`config.mk`:
```
export PLATFORM = sky130hd
export DESIGN_NAME = mvm_arbiter
export DESIGN_NICKNAME = d
export VERILOG_FILES = /design/src/rtl/mvm_arbiter.sv
export SDC_FILE = /design/constraint.sdc
export NUM_CORES = 1
export LEC_CHECK = 0
export CAP_MARGIN = 20
export CORE_AREA = 2 2 39 41
export DETAILED_ROUTE_END_ITERATION = 7
export DIE_AREA = 0 0 41 43
export DONT_BUFFER_PORTS = 1
export MAX_ROUTING_LAYER = met4
export PLACE_DENSITY_LB_ADDON = 0.25
export SYNTH_ARGS = -nofsm -noshare
export SYNTH_HDL_FRONTEND = slang
export SYNTH_SLANG_ARGS = --single-unit
```
`constraint.sdc`:
```
create_clock -name clk -period 1.9 [get_ports clk]
set_clock_uncertainty 0.1 [all_clocks]
set_input_delay 0.38 -clock clk [delete_from_list [all_inputs] [get_ports clk]]
set_output_delay 0.38 -clock clk [all_outputs]
set_load 0.05 [all_outputs]
```
`src/rtl/mvm_arbiter.sv`:
```
// Round-robin arbiter granting one of NUM_REQ requesters exclusive use of a shared
// matrix-vector multiplier. Optional BUSY watchdog enabled by defining MVM_ARB_TIMEOUT_EN.
module mvm_arbiter #(
    parameter int NUM_REQ = 4,
    parameter int TIMEOUT = 64
) (
    input  logic                       clk,
    input  logic                       reset,
    input  logic [NUM_REQ-1:0]         req,
    output logic [NUM_REQ-1:0]         grant,
    output logic [$clog2(NUM_REQ)-1:0] grant_idx,
    output logic [NUM_REQ-1:0]         req_done,
    output logic                       mvm_start,
    input  logic                       mvm_done,
    output logic                       busy,
    output logic [NUM_REQ-1:0]         timeout_err
);

    localparam int IDX_W = $clog2(NUM_REQ);

    if (NUM_REQ < 2 || NUM_REQ > 16 || TIMEOUT < 2 || TIMEOUT > 65535) begin : g_bad_param
        $error("mvm_arbiter: NUM_REQ or TIMEOUT out of range");
    end

    typedef enum logic [1:0] {
        IDLE    = 2'd0,
        START   = 2'd1,
        BUSY    = 2'd2,
        RELEASE = 2'd3
    } state_e;

    state_e             state;
    state_e             next_state;
    logic [IDX_W-1:0]   owner;
    logic [IDX_W-1:0]   ptr;
    logic [IDX_W-1:0]   pick;
    logic               found;
    logic [NUM_REQ-1:0] owner_oh;
    logic               tmo_hit;

    // Modulo-NUM_REQ add that also works for non-power-of-two requester counts.
    function automatic logic [IDX_W-1:0] wrap_add(input logic [IDX_W-1:0] base, input int offs);
        int sum;
        sum = int'(base) + offs;
        if (sum >= NUM_REQ) begin
            sum = sum - NUM_REQ;
        end
        return IDX_W'(sum);
    endfunction

    always_comb begin
        pick  = '0;
        found = 1'b0;
        for (int i = 0; i < NUM_REQ; i++) begin
            if (!found && req[wrap_add(ptr, i)]) begin
                pick  = wrap_add(ptr, i);
                found = 1'b1;
            end
        end
    end

    assign owner_oh = NUM_REQ'(1) << owner;

    always_ff @(posedge clk) begin
        if (!reset) begin
            state <= IDLE;
            owner <= '0;
            ptr   <= '0;
        end else begin
            state <= next_state;
            if (state == IDLE && found) begin
                owner <= pick;
            end
            // The outgoing owner drops to lowest priority for the next arbitration.
            if (state == RELEASE) begin
                ptr <= wrap_add(owner, 1);
            end
        end
    end

    always_comb begin
        next_state = state;
        grant      = '0;
        grant_idx  = '0;
        req_done   = '0;
        mvm_start  = 1'b0;
        busy       = 1'b0;
        case (state)
            IDLE: begin
                if (found) begin
                    next_state = START;
                end
            end
            START: begin
                next_state = BUSY;
                mvm_start  = 1'b1;
                busy       = 1'b1;
                grant      = owner_oh;
                grant_idx  = owner;
            end
            BUSY: begin
                if (mvm_done || tmo_hit) begin
                    next_state = RELEASE;
                end
                busy      = 1'b1;
                grant     = owner_oh;
                grant_idx = owner;
            end
            RELEASE: begin
                next_state = IDLE;
                busy       = 1'b1;
                grant      = owner_oh;
                grant_idx  = owner;
                req_done   = owner_oh;
            end
            default: begin
                next_state = IDLE;
            end
        endcase
    end

`ifdef MVM_ARB_TIMEOUT_EN
    localparam int CNT_W = $clog2(TIMEOUT);

    logic [CNT_W-1:0] tmo_cnt;
    logic             tmo_flag;

    assign tmo_hit = (state == BUSY) && (tmo_cnt == CNT_W'(TIMEOUT - 1));

    // mvm_done on the final BUSY cycle wins over the watchdog.
    always_ff @(posedge clk) begin
        if (!reset) begin
            tmo_cnt  <= '0;
            tmo_flag <= 1'b0;
        end else begin
            if (state == START) begin
                tmo_cnt <= '0;
            end else if (state == BUSY) begin
                tmo_cnt <= tmo_cnt + CNT_W'(1);
            end
            tmo_flag <= tmo_hit && !mvm_done;
        end
    end

    assign timeout_err = (state == RELEASE && tmo_flag) ? owner_oh : '0;
`else
    assign tmo_hit     = 1'b0;
    assign timeout_err = '0;
`endif

endmodule

```
# Word level (Yosys, flattened, before mapping)
# Index checks and enable logic that the tools add are counted.
# totals
regBits,6
input_bits,7
word_cells,66
# op_classes
add_sub_neg,9
magnitude_cmp,9
eq_ne,5
shift,1
mux,29
reduce_logical,10
# ops
op,count
2-bit 2-to-1 mux,12
"3-bit >= comparator, second input constant",4
"2-bit by 3-bit less-than comparator with 1-bit output, second input constant",4
1-bit 2-to-1 mux,10
"2-bit by 1-bit subtractor with 2-bit output, second input constant",5
1-bit binary-select mux with 2-bit select,4
4-bit 2-to-1 mux,2
2-bit one-hot mux with 4 select lines,1
"2-bit by 1-bit adder with 3-bit output, second input constant",2
"2-bit by 2-bit adder with 3-bit output, second input constant",2
"2-bit == test, second input constant",2
1-bit logical AND,4
"2-bit != test, second input constant",2
"1-bit by 2-bit << shifter with 4-bit output, first input constant",1
"2-bit by 3-bit >= comparator with 1-bit output, second input constant",1
1-bit zero test,3
3-bit OR reduction,1
"2-bit by 1-bit == test with 1-bit output, second input constant",1
2-bit zero test,1
2-bit AND reduction,1

# Depth between registers and ports, before layout
# depth
ltp_word,16
ltp_mapped,6

# Worst setup path before layout
# No wires, ideal clock.
# synth_path
path_type,register to output
startpoint,register state[0]
endpoint,output grant[0]
t_arrival_ns,1.404
setup_slack_ns,0.016
stages_incl_launch_ff,4
n_path_buf,0
cell_sequence,dfxtp_1 -> inv_1 -> ha_1 -> nor2b_1
# synth_between
elab_chain_len,3
word_cells_on_any_way,5
classes_between,eq/ne (3); mux (1); reduce/logical (1)
# synth_lines
element,line,source
start: declaration,32,state_e state;
start signal: assignment,70,state <= next_state;
2-bit == test or 2-bit by 1-bit == test with 1-bit output (tied branches),88,case (state)
3-bit OR reduction (no source line) *,-,
4-bit 2-to-1 mux *,88,
end: declaration,10,"output logic [NUM_REQ-1:0] grant,"
# Every way passes the cells marked *; elsewhere a longest branch is shown, timed or not.

# Final worst setup path
# layout_path
startpoint,register state[0]
endpoint,output grant[2]
# Same word-level chain as after synthesis.

==> metrics.md <==
| Metric | Value |
|---|---|
| Run status | `finished clean` |
| Cell area after technology mapping | `568 µm²` |
| Mux share of post-synthesis cell area | `0.0529` |
| Min-Delay Path Class | `in2reg` |
| Via count of the first global-routing pass | `396` |
| Power per Cell Area | `1420 nW/µm²` |
| Synth Area per Inst | `around 8.4 µm²` |
| Synth Area in Adders | `0.198` |
| Combinational family with the most area after synthesis | `simple AND/OR/NAND/NOR gates` |
| Relative area change from synthesis to final layout | `17.8%` |
| Share of the synthesized area in compound gates (AO/OA/AOI/OAI) | `0.119` |
| Detailed-route wire length | `roughly 1000 µm` |
| Clock transition at the registers of the reported paths | `40 ps` |
| Final core occ | `0.484` |
| Total iterations of the first detailed-routing run | `2` |
| Vias post-DR | `~470` |
| Die Height | `43 µm` |
| Total Die Area | `1760 µm²` |
| Count of state elements after synthesis | `6` |
| Global-route usage over all layers | `0.137` |
| Number of enable flip-flop cells after synthesis | `0` |
| Worst R2R Setup Slack | `~350 ps` |
| Number of primary I/O pins | `23` |
| Antenna violations before repair | `0` |
| Crit end category | `output pin` |
| Filler cell count in the final layout | `about 140` |
| Routed length per placed instance | `10.5 µm` |
| Final ANT Viol Nets | `0` |
| R2R Path Start | `state[0]` |
| Sum of overflow across all layers after global routing | `0` |
| Pin count of the biggest net entering global routing | `8` |
| Die Width | `a little over 40 µm` |
| Hold-critical path depth | `1` |
| Category of the critical setup timing path | `reg2out` |
| Setup violations, final | `0` |
| Crit path time final | `1770 ps` |
| H-tree levels | `1` |
| Length in cells of the worst reg-to-reg path | `5` |
| Simple logic cell fraction of the synthesized area | `0.313` |
| Combined area of the multi-input logic cells | `just over 400 µm²` |
| Arrival time reported for the critical path endpoint | `1290 ps` |
| Setup repair after global routing missed its margin | `no` |
| Initial DRC count | `11` |
| Minimum hold slack | `161 ps` |
| DRC violations left | `0` |
| Max-cap viol count | `0` |
| Initial Utilization | `0.410` |
| Number of warnings printed during yosys synthesis | `0` |
| Proportion of layout cells with a drive suffix above 1 | `0.200` |
| Total leakage power | `between 0.3 and 0.4 nW` |
| Synth Flop Type | `dfxtp_1` |
| Sequential cell area in the final layout | `120 µm²` |
| Nets@finish | `98` |
| Wire length of the first global-routing pass | `1570 µm` |
| Share of the clock period used by the worst path after layout | `0.931` |
| CTS tree | `done` |
| Post-Synth XOR/XNOR Area | `0` |
| Gate Count Post-Synth | `68` |
| Data required time at the worst endpoint | `around 1400 ps` |
| CP startpoint | `state[0]` |
| Max frequency | `565 MHz` |
| Count of cell types in the netlist | `25` |
| Final Hold Viols | `0` |
| Post-DP HPWL | `835 µm` |
| Pins over their slew limit | `0` |
| CTS Root Buffer Type | `clkbuf_4` |
| Cell Rows | `14` |
| Weighted congestion at the end of routability-driven global placement | `~0.70` |
| Kind of start point of the critical path | `flip-flop` |
| Antenna diodes | `0` |
| Clock sink count | `6` |
| Startpoint of the tightest hold check path | `reset` |
| CTS Buf Count | `3` |
| Fraction of the yosys area taken by sequential cells | `0.211` |
| Total core area | `between 1000 and 1500 µm²` |
| Maximum vdd drop | `between 400 and 500 µV` |
| Post-CTS Hold Fix Bufs | `0` |
| Insertion delay to the later sink of the worst-skew pair | `240 ps` |
| Worst-path maximum fanout | `7` |
| Number of port buffers | `0` |
| Drt via density | `between 4 and 5` |
| Setup TNS after final layout | `0 ps` |
| CTS max path bufs | `2` |
| Async set or reset register ratio after synthesis | `0` |
## per-layer routing
layer | global-route usage | vias up | share of wire
li1 | - | 247 | -
met1 | 0.154 | 203 | 0.46
met2 | 0.194 | 20 | 0.45
met3 | 0.0262 | 4 | 0.067
met4 | 0.120 | 0 | 0.022
met5 | - | - | 0
## logic make-up after synthesis
logic type | Yosys count
compound gates | 10
other cells | 1
fa+ha+maj | 9
flops | 6
buf+inv | 11
mux | 3
simple gates | 28
## per-stage QoR
| step | area (µm²) | power (mW) | worst slack (ps) | cells |
|---|---|---|---|---|
| after detailed placement | 644 | 0.836 | 300 | 93 |
| after floorplan | 579 | 0.718 | 15.6 | 71 |
| after global routing | 669 | 1.03 | 38.9 | 96 |
| after global placement | 644 | 0.826 | 357 | 93 |
| final | 669 | 0.951 | 131 | 96 |
| after CTS | 667 | 0.962 | 27.0 | 96 |
## path summary, 6_finish.rpt
kind / to
worst max-delay path: grant[2]
worst min-delay path: ptr[0]
worst max register to register: owner[0]
worst min register to register: owner[0]
## layout make-up
| class | instances | share of cell area |
|---|---|---|
| Multi-Input combinational cell | 54 | 0.606 |
| Sequential cell | 6 | 0.179 |
| Timing Repair Buffer | 10 | 0.112 |
| Inverter | 7 | 0.0393 |
| Clock buffer | 3 | 0.0336 |
| Tap cell | 16 | 0.0299 |
## power by group
group,total [mW],switching (mW),internal (mW)
clock,0.119,0.0475,0.0715
sequential,0.209,0.0430,0.166
combinational,0.623,0.423,0.199
## flip-flops by register name, indices dropped and copies added (netlist names)
name and count:
owner 2, ptr 2, state 2
## worst max-delay path, stage by stage, from the launching register on
cell	delay (ps)
dfxtp_1	380
inv_1	100
ha_2	230
nor2b_1	120
buf_4	210
## cell usage after synthesis, types with 2 or more instances
master / count / area, µm²
ha_1: 9 / 113
nor2b_1: 9 / 56.3
inv_1: 7 / 26.3
dfxtp_1: 6 / 120
and2_1: 5 / 31.3
buf_4: 4 / 30.0
a21oi_1: 3 / 15.0
mux2i_1: 3 / 30.0
nand2_1: 3 / 11.3
nor2_1: 3 / 11.3
o21ai_0: 2 / 10.0
## layout by cell type (no fill, tap or decap), drive strengths merged
cell,n
a21boi,1
a21oi,3
a221oi,1
and2,5
and4b,1
buf,10
clkbuf,3
conb,4
dfxtp,6
ha,9
inv,7
mux2i,3
nand2,3
nand2b,2
nor2,3
nor2b,9
nor3,1
nor4,1
nor4b,1
o211a,1
o21ai,3
o221a,1
or2b,1
or4b,1
## timing repair
action / in CTS / in global routing
resized for setup: 0 / 1
setup endpoints to repair: 0 / 4
buffers inserted: 0 / 0
(Power assumes the default switching activity.)
